<file path="config.mk">
export PLATFORM = sky130hd
export DESIGN_NAME = fetch_ctrl_flat
export DESIGN_NICKNAME = d
export VERILOG_FILES = /design/src/rtl/fetch_ctrl_pkg.sv /design/src/rtl/fetch_ctrl_if.sv /design/src/rtl/fetch_ctrl_buf.sv /design/src/rtl/fetch_ctrl.sv /design/src/flat_wrapper.sv
export SDC_FILE = /design/constraint.sdc
export NUM_CORES = 1
export LEC_CHECK = 0
export CAP_MARGIN = 20
export CORE_AREA = 2 2 130 132
export DETAILED_ROUTE_END_ITERATION = 8
export DIE_AREA = 0 0 132 134
export PLACE_DENSITY_LB_ADDON = 0.1
export SYNTH_ARGS = -nofsm -noshare
export SYNTH_HDL_FRONTEND = slang
export SYNTH_SLANG_ARGS = --single-unit
export TNS_END_PERCENT = 1
</file>
<file path="constraint.sdc">
create_clock -name clk -period 6.23 [get_ports clk]
set_clock_uncertainty 0.1 [all_clocks]
set_input_delay 0.623 -clock clk [delete_from_list [all_inputs] [get_ports clk]]
set_output_delay 0.623 -clock clk [all_outputs]
set_load 0.03 [all_outputs]
</file>
<file path="src/rtl/fetch_ctrl_pkg.sv">
// Shared definitions for the instruction-fetch sequencer.
//   XLEN        : data/address word width
//   state_e     : sequencer state encoding (IDLE=0, RUN=1, HALT=2, FAULT=3)
//   fetch_ent_t : one buffered fetch, {pc, instr}
//   pc_bad()    : true when a PC is misaligned or beyond the last valid word
package fetch_ctrl_pkg;
  localparam int XLEN = 32;

  typedef enum logic [1:0] {
    ST_IDLE  = 2'd0,
    ST_RUN   = 2'd1,
    ST_HALT  = 2'd2,
    ST_FAULT = 2'd3
  } state_e;

  typedef struct packed {
    logic [XLEN-1:0] pc;
    logic [XLEN-1:0] instr;
  } fetch_ent_t;

  function automatic logic pc_bad(input logic [XLEN-1:0] pc, input int unsigned nmem);
    return (pc[1:0] != 2'b00) || ({2'b00, pc[XLEN-1:2]} >= nmem);
  endfunction
endpackage

</file>
<file path="src/rtl/fetch_ctrl_if.sv">
// Fetch bus: instruction-memory address/data plus the decode-side
// valid/ready handshake carrying the head instruction and its PC.
//   master : fetch sequencer side
//   slave  : memory + decode side
interface fetch_ctrl_if;
  import fetch_ctrl_pkg::*;
  logic [XLEN-1:0] im_addr;
  logic [XLEN-1:0] im_data;
  logic            out_valid;
  logic            out_ready;
  logic [XLEN-1:0] out_instr;
  logic [XLEN-1:0] out_pc;

  modport master (output im_addr, out_valid, out_instr, out_pc,
                  input  im_data, out_ready);
  modport slave  (input  im_addr, out_valid, out_instr, out_pc,
                  output im_data, out_ready);
endinterface

</file>
<file path="src/rtl/fetch_ctrl_buf.sv">
// fetch_buf: 2-entry FIFO of {pc, instr}. Entry 0 is always the head, so
// the head outputs come straight from a register.
//   clk, rst     : clock, async active-high reset
//   push_i/data_i: write at tail (caller guarantees space)
//   pop_i        : remove head (ignored when empty)
//   flush_i      : empty the buffer; overrides push and pop
//   count_o      : occupancy 0..2
//   head_o       : head entry
module fetch_buf
  import fetch_ctrl_pkg::*;
(
  input  logic       clk,
  input  logic       rst,
  input  logic       push_i,
  input  fetch_ent_t data_i,
  input  logic       pop_i,
  input  logic       flush_i,
  output logic [1:0] count_o,
  output fetch_ent_t head_o
);
  fetch_ent_t [1:0] ent_q, ent_d;
  logic [1:0]       cnt_q, cnt_d;
  logic             pop_ok;
  logic [1:0]       cnt_pop;

  assign pop_ok  = pop_i && (cnt_q != 2'd0);
  // occupancy after the pop, which is also the tail slot for a push
  assign cnt_pop = cnt_q - {1'b0, pop_ok};

  always_comb begin
    ent_d = ent_q;
    cnt_d = cnt_q;
    if (flush_i) begin
      cnt_d = 2'd0;
    end else begin
      if (pop_ok) ent_d[0] = ent_q[1];
      cnt_d = cnt_pop;
      if (push_i && cnt_pop != 2'd2) begin
        ent_d[cnt_pop[0]] = data_i;
        cnt_d = cnt_pop + 2'd1;
      end
    end
  end

  always_ff @(posedge clk or posedge rst) begin
    if (rst) begin
      ent_q <= '0;
      cnt_q <= 2'd0;
    end else begin
      ent_q <= ent_d;
      cnt_q <= cnt_d;
    end
  end

  assign count_o = cnt_q;
  assign head_o  = ent_q[0];
endmodule

</file>
<file path="src/rtl/fetch_ctrl.sv">
// fetch_ctrl: instruction-fetch sequencer. Owns the PC, drives the memory
// address, captures {pc, im_data} into a 2-entry buffer and presents the head
// to decode. Handles start/halt, redirect with flush, and PC faults.
//   clk, reset            : clock, async active-high reset
//   start, halt           : run control levels
//   redirect_valid/_pc    : taken branch/jump target
//   bus (master)          : im_addr/im_data, out_valid/out_ready/out_instr/out_pc
//   busy                  : sequencer is in RUN
//   fault                 : sticky PC fault, cleared only by reset
module fetch_ctrl
  import fetch_ctrl_pkg::*;
#(
  parameter logic [XLEN-1:0] RESET_PC = 32'h0000_0000,
  parameter int unsigned     NMEM     = 128
) (
  input  logic            clk,
  input  logic            reset,
  input  logic            start,
  input  logic            halt,
  input  logic            redirect_valid,
  input  logic [XLEN-1:0] redirect_pc,
  fetch_ctrl_if.master    bus,
  output logic            busy,
  output logic            fault
);
  state_e          state_q;
  logic [XLEN-1:0] pc_q;
  logic            busy_q, fault_q;

  logic            in_run, redir, fault_cond, pop, push;
  logic [1:0]      count;
  fetch_ent_t      head, wr_ent;

  assign in_run     = (state_q == ST_RUN);
  assign redir      = redirect_valid && (in_run || state_q == ST_HALT);
  assign fault_cond = in_run && pc_bad(pc_q, NMEM);
  assign pop        = bus.out_valid && bus.out_ready;
  // a full buffer still accepts when the head leaves this same edge
  assign push       = in_run && !redirect_valid && !fault_cond && !halt &&
                      (count != 2'd2 || pop);
  assign wr_ent     = '{pc: pc_q, instr: bus.im_data};

  fetch_buf u_buf (
    .clk    (clk),
    .rst    (reset),
    .push_i (push),
    .data_i (wr_ent),
    .pop_i  (pop),
    .flush_i(redir),
    .count_o(count),
    .head_o (head)
  );

  always_ff @(posedge clk or posedge reset) begin
    if (reset) begin
      state_q <= ST_IDLE;
      pc_q    <= RESET_PC;
      busy_q  <= 1'b0;
      fault_q <= 1'b0;
    end else begin
      if (redir)     pc_q <= redirect_pc;
      else if (push) pc_q <= pc_q + 32'd4;

      case (state_q)
        ST_IDLE: if (start) begin
          state_q <= ST_RUN;
          busy_q  <= 1'b1;
        end
        ST_RUN: begin
          // a bad PC stops the sequencer even if halt is also requested
          if (fault_cond) begin
            state_q <= ST_FAULT;
            busy_q  <= 1'b0;
            fault_q <= 1'b1;
          end else if (halt) begin
            state_q <= ST_HALT;
            busy_q  <= 1'b0;
          end
        end
        ST_HALT: if (start && !halt) begin
          state_q <= ST_RUN;
          busy_q  <= 1'b1;
        end
        default: ;  // FAULT is left only through reset
      endcase
    end
  end

  assign bus.im_addr   = pc_q;
  assign bus.out_valid = (count != 2'd0);
  assign bus.out_instr = head.instr;
  assign bus.out_pc    = head.pc;
  assign busy          = busy_q;
  assign fault         = fault_q;
endmodule

</file>
<file path="src/flat_wrapper.sv">
// flat-port wrapper written by rule: the top's interface ports become plain ports
module fetch_ctrl_flat import fetch_ctrl_pkg::*;
#(
  parameter logic [XLEN-1:0] RESET_PC = 32'h0000_0000,
  parameter int unsigned     NMEM     = 128
)
  (clk, reset, start, halt, redirect_valid, redirect_pc, busy, fault, bus_im_addr, bus_out_valid, bus_out_instr, bus_out_pc, bus_im_data, bus_out_ready);
  fetch_ctrl_if bus_i ();
  input  logic clk;
  input  logic reset;
  input  logic start;
  input  logic halt;
  input  logic redirect_valid;
  input  logic [XLEN-1:0] redirect_pc;
  output logic busy;
  output logic fault;
  output wire logic [$bits(bus_i.im_addr)-1:0] bus_im_addr;
  output wire logic [$bits(bus_i.out_valid)-1:0] bus_out_valid;
  output wire logic [$bits(bus_i.out_instr)-1:0] bus_out_instr;
  output wire logic [$bits(bus_i.out_pc)-1:0] bus_out_pc;
  input wire logic [$bits(bus_i.im_data)-1:0] bus_im_data;
  input wire logic [$bits(bus_i.out_ready)-1:0] bus_out_ready;
  assign bus_im_addr = bus_i.im_addr;
  assign bus_out_valid = bus_i.out_valid;
  assign bus_out_instr = bus_i.out_instr;
  assign bus_out_pc = bus_i.out_pc;
  assign bus_i.im_data = bus_im_data;
  assign bus_i.out_ready = bus_out_ready;
  fetch_ctrl #(.RESET_PC(RESET_PC), .NMEM(NMEM)) u_core (.clk(clk), .reset(reset), .start(start), .halt(halt), .redirect_valid(redirect_valid), .redirect_pc(redirect_pc), .bus(bus_i), .busy(busy), .fault(fault));
endmodule
</file>
==> results.json <==
{
  "clock_path_buffers": 2,
  "fin_util_pct": 59.0,
  "yosysMostFrequentCell": "dfrtp_1",
  "grt_pass1_wl_um": 29400,
  "setup_violations": 0,
  "multi_input_area_um2": 2820,
  "cp-start-kind": "register",
  "synth_edf_count": 0,
  "drtAntennaViolNets": 0,
  "place_congestion": 0.753,
  "grt_setup_unrepaired": "no",
  "dp_hpwl_um": 11200,
  "synth_cell_type_count": 46,
  "clock.fmax_mhz": 220,
  "yosys_warnings": 0,
  "maxCapViolCount": 0,
  "drtIter0Drc": 329,
  "status": "finished clean",
  "dp_worst_setup_slack_ps": 1240,
  "viasPerCell": 5.36,
  "seqPwrFrac_pct": 35.9,
  "power.density_nw_per_um2": 439,
  "antenna_cells": 0,
  "wirelength_um": 17600,
  "cp_data_arrival_time_ps": 4750,
  "die_area_um2": 17700,
  "comb_power_share_pct": 39.8,
  "die_w_um": 132,
  "synthTopCellsByArea": "dfrtp_1 (54%), nand2_1 (7.8%), buf_4 (6.3%)",
  "synthesis.area_um2": 7700,
  "cts.repair.resized": 0,
  "n_fill_cell": 1378,
  "synthArstFlopShare_pct": 100,
  "cts_max_level": 4,
  "fp.dieH_um": 134,
  "hold_class": "reg -> reg",
  "root_buffer": "clkbuf_16",
  "ctsHoldBuffers": 0,
  "vias": 5415,
  "swShare_pct": 39.8,
  "crit_type": "reg -> reg",
  "worstPathRequired_ps": 6440,
  "fin_ws_ps": 1690,
  "tritoncts": "yes",
  "drv_slew": 0,
  "critPathCaptureType": "register",
  "cts_made_buffers": 17,
  "max-slew-margin-rel_pct": 33.1,
  "synthToLayoutAreaGrowth_pct": 24.9,
  "holdPathStages": 1,
  "ioPinCount": 169,
  "synth_top_area_cell": "dfrtp_1",
  "finalNonFillerCells": 1010,
  "clkSinkCount": 166,
  "syn-num-nets": 763,
  "postCtsSetupBuffers": 0,
  "syn-instance-count": 685,
  "tightestPinTransition_ps": 996,
  "grt_max_degree": 104,
  "p_leak_nw": 4.45,
  "routedWlPerCell_um": 17.4,
  "yosysSeqAreaShare_pct": 53.9,
  "ir_drop_mv": 0.350,
  "drc": 0,
  "initial_utilization_pct": 47.3,
  "dpl.cell_count": 978,
  "internal_power_w": 0.00254,
  "grt-ovfl-total": 0,
  "drive_above_1_share_pct": 6.84,
  "core_area_um2": 16300,
  "pwr-share-clk_pct": 24.3,
  "nets": 855,
  "synth_top_area_share_pct": 53.9,
  "hold_viol_final": 0,
  "antenna_found_initial": 0,
  "seq_area_um2": 4150,
  "rows": 47,
  "fin_crit_ps": 4540,
  "synth_area_per_cell_um2": 11.2,
  "crit_fanout": 41,
  "fin_tns_setup_ps": 0,
  "ys_ff_latch": 166,
  "port_buffers": 168,
  "ff2ff_path_depth": 11,
  "clk_latency_ps": 430,
  "grt_pass1_vias": 5661,
  "synth_common_cells": "dfrtp_1 (166), nand2_1 (161), buf_4 (65), mux2i_1 (40)",
  "grt_usage_pct": 20.9,
  "dr.pass1.iters": 4,
  "power_switching_w": 0.00168,
  "synthFlopType": "dfrtp_1",
  "path_clk_slew_ps": 60,
  "post-route-period-util_pct": 72.9
}
## per-layer routing
| metal | track usage, % | vias up | part of all wire, % |
|---|---|---|---|
| li1 | - | 2509 | - |
| met1 | 27.6 | 2737 | 45 |
| met2 | 32.8 | 153 | 47 |
| met3 | 6.31 | 16 | 6.1 |
| met4 | 7.85 | 0 | 1.4 |
| met5 | 0 | - | 0 |
## layout make-up
cell class,instances,share of cell area [%]
clock buffers,20,4.75
repair buffers,175,18.1
clock inverters,12,1.25
multi-input cells,406,29.4
inverters,11,0.481
well taps,220,2.86
flip-flops and latches,166,43.2
## state kept, by name, summed over array words and instances, names as in the netlist
register,cells
u_core.state_q,2
u_core.u_buf.count_o,2
u_core.bus.im_addr,32
u_core.busy,1
u_core.fault,1
u_core.u_buf.head_o,64
u_core.u_buf.ent_q,64
## per-stage QoR
| step | total power (W) | hold WS (ps) | area, um2 |
|---|---|---|---|
| after floorplan | 0.00269 | 354 | 7700 |
| after global placement | 0.00317 | 362 | 9030 |
| after detailed placement | 0.00322 | 368 | 9040 |
| after CTS | 0.00426 | 382 | 9620 |
| after global routing | 0.00446 | 390 | 9620 |
| final | 0.00422 | 373 | 9620 |
## critical path: stages, from the launching register on
cell and delay [ps]:
dfrtp_1 390, or2_2 320, nand2_2 660, inv_1 180
ha_1 390, ha_1 230, inv_1 130, nand4_1 150
nor4_4 780, buf_4 620, mux2i_1 150, a221o_1 280
## worst paths after layout
check                                         from                     end  slack (ps)
min in group asynchronous                    reset  u_core.bus.im_addr[31]         680
max                        u_core.u_buf.count_o[0]  u_core.u_buf.head_o[2]        1690
min reg2reg                           u_core.fault            u_core.fault         370
max in group asynchronous                    reset  u_core.u_buf.ent_q[80]        3980
max reg2reg                u_core.u_buf.count_o[0]  u_core.u_buf.head_o[2]        1690
min                                   u_core.fault            u_core.fault         370
## power by group through the flow
stage	sequential (W)	combinational [W]	clock, W
after floorplan	0.00167	0.00102	0
after global placement	0.00152	0.00165	0
after detailed placement	0.00153	0.00169	0
after CTS	0.00152	0.00170	0.00105
after global routing	0.00155	0.00181	0.00109
final	0.00152	0.00168	0.00103
## kinds of logic after synthesis
group / count (synthesis) / share of synthesized area (%)
flip-flops: 166 / 53.9
buffers and inverters: 113 / 9.46
multiplexers: 79 / 10.9
adder cells (fa/ha/maj): 8 / 1.30
AO/OA/AOI/OAI: 85 / 9.77
XOR/XNOR: 4 / 0.455
AND/OR/NAND/NOR: 230 / 14.2
## cell usage in the layout, fill, tap and decap left out, types with 2 or more instances in the layout
| cell type | instances |
|---|---|
| nand3_1 | 5 |
| o21ai_0 | 3 |
| a22o_1 | 26 |
| or2_2 | 2 |
| mux2_1 | 39 |
| nor4_4 | 2 |
| dfrtp_1 | 166 |
| or3b_2 | 2 |
| xnor2_1 | 3 |
| nand2_2 | 3 |
| a211o_1 | 2 |
| mux2i_1 | 40 |
| a221o_1 | 39 |
| a21oi_1 | 4 |
| buf_4 | 6 |
| nor4_1 | 7 |
| clkinvlp_4 | 4 |
| nand2_1 | 159 |
| clkbuf_16 | 17 |
| ha_1 | 8 |
| inv_1 | 10 |
| nor2_1 | 6 |
| clkbuf_8 | 2 |
| clkdlybuf4s50_1 | 168 |
| a31oi_1 | 2 |
| and2_1 | 25 |
| nand4_1 | 4 |
| inv_6 | 3 |
| and3_1 | 2 |
| clkinv_4 | 3 |
| or3_1 | 2 |
| a21o_1 | 3 |
| nor3_1 | 2 |
Note: power is estimated with default switching activity, not from simulation.
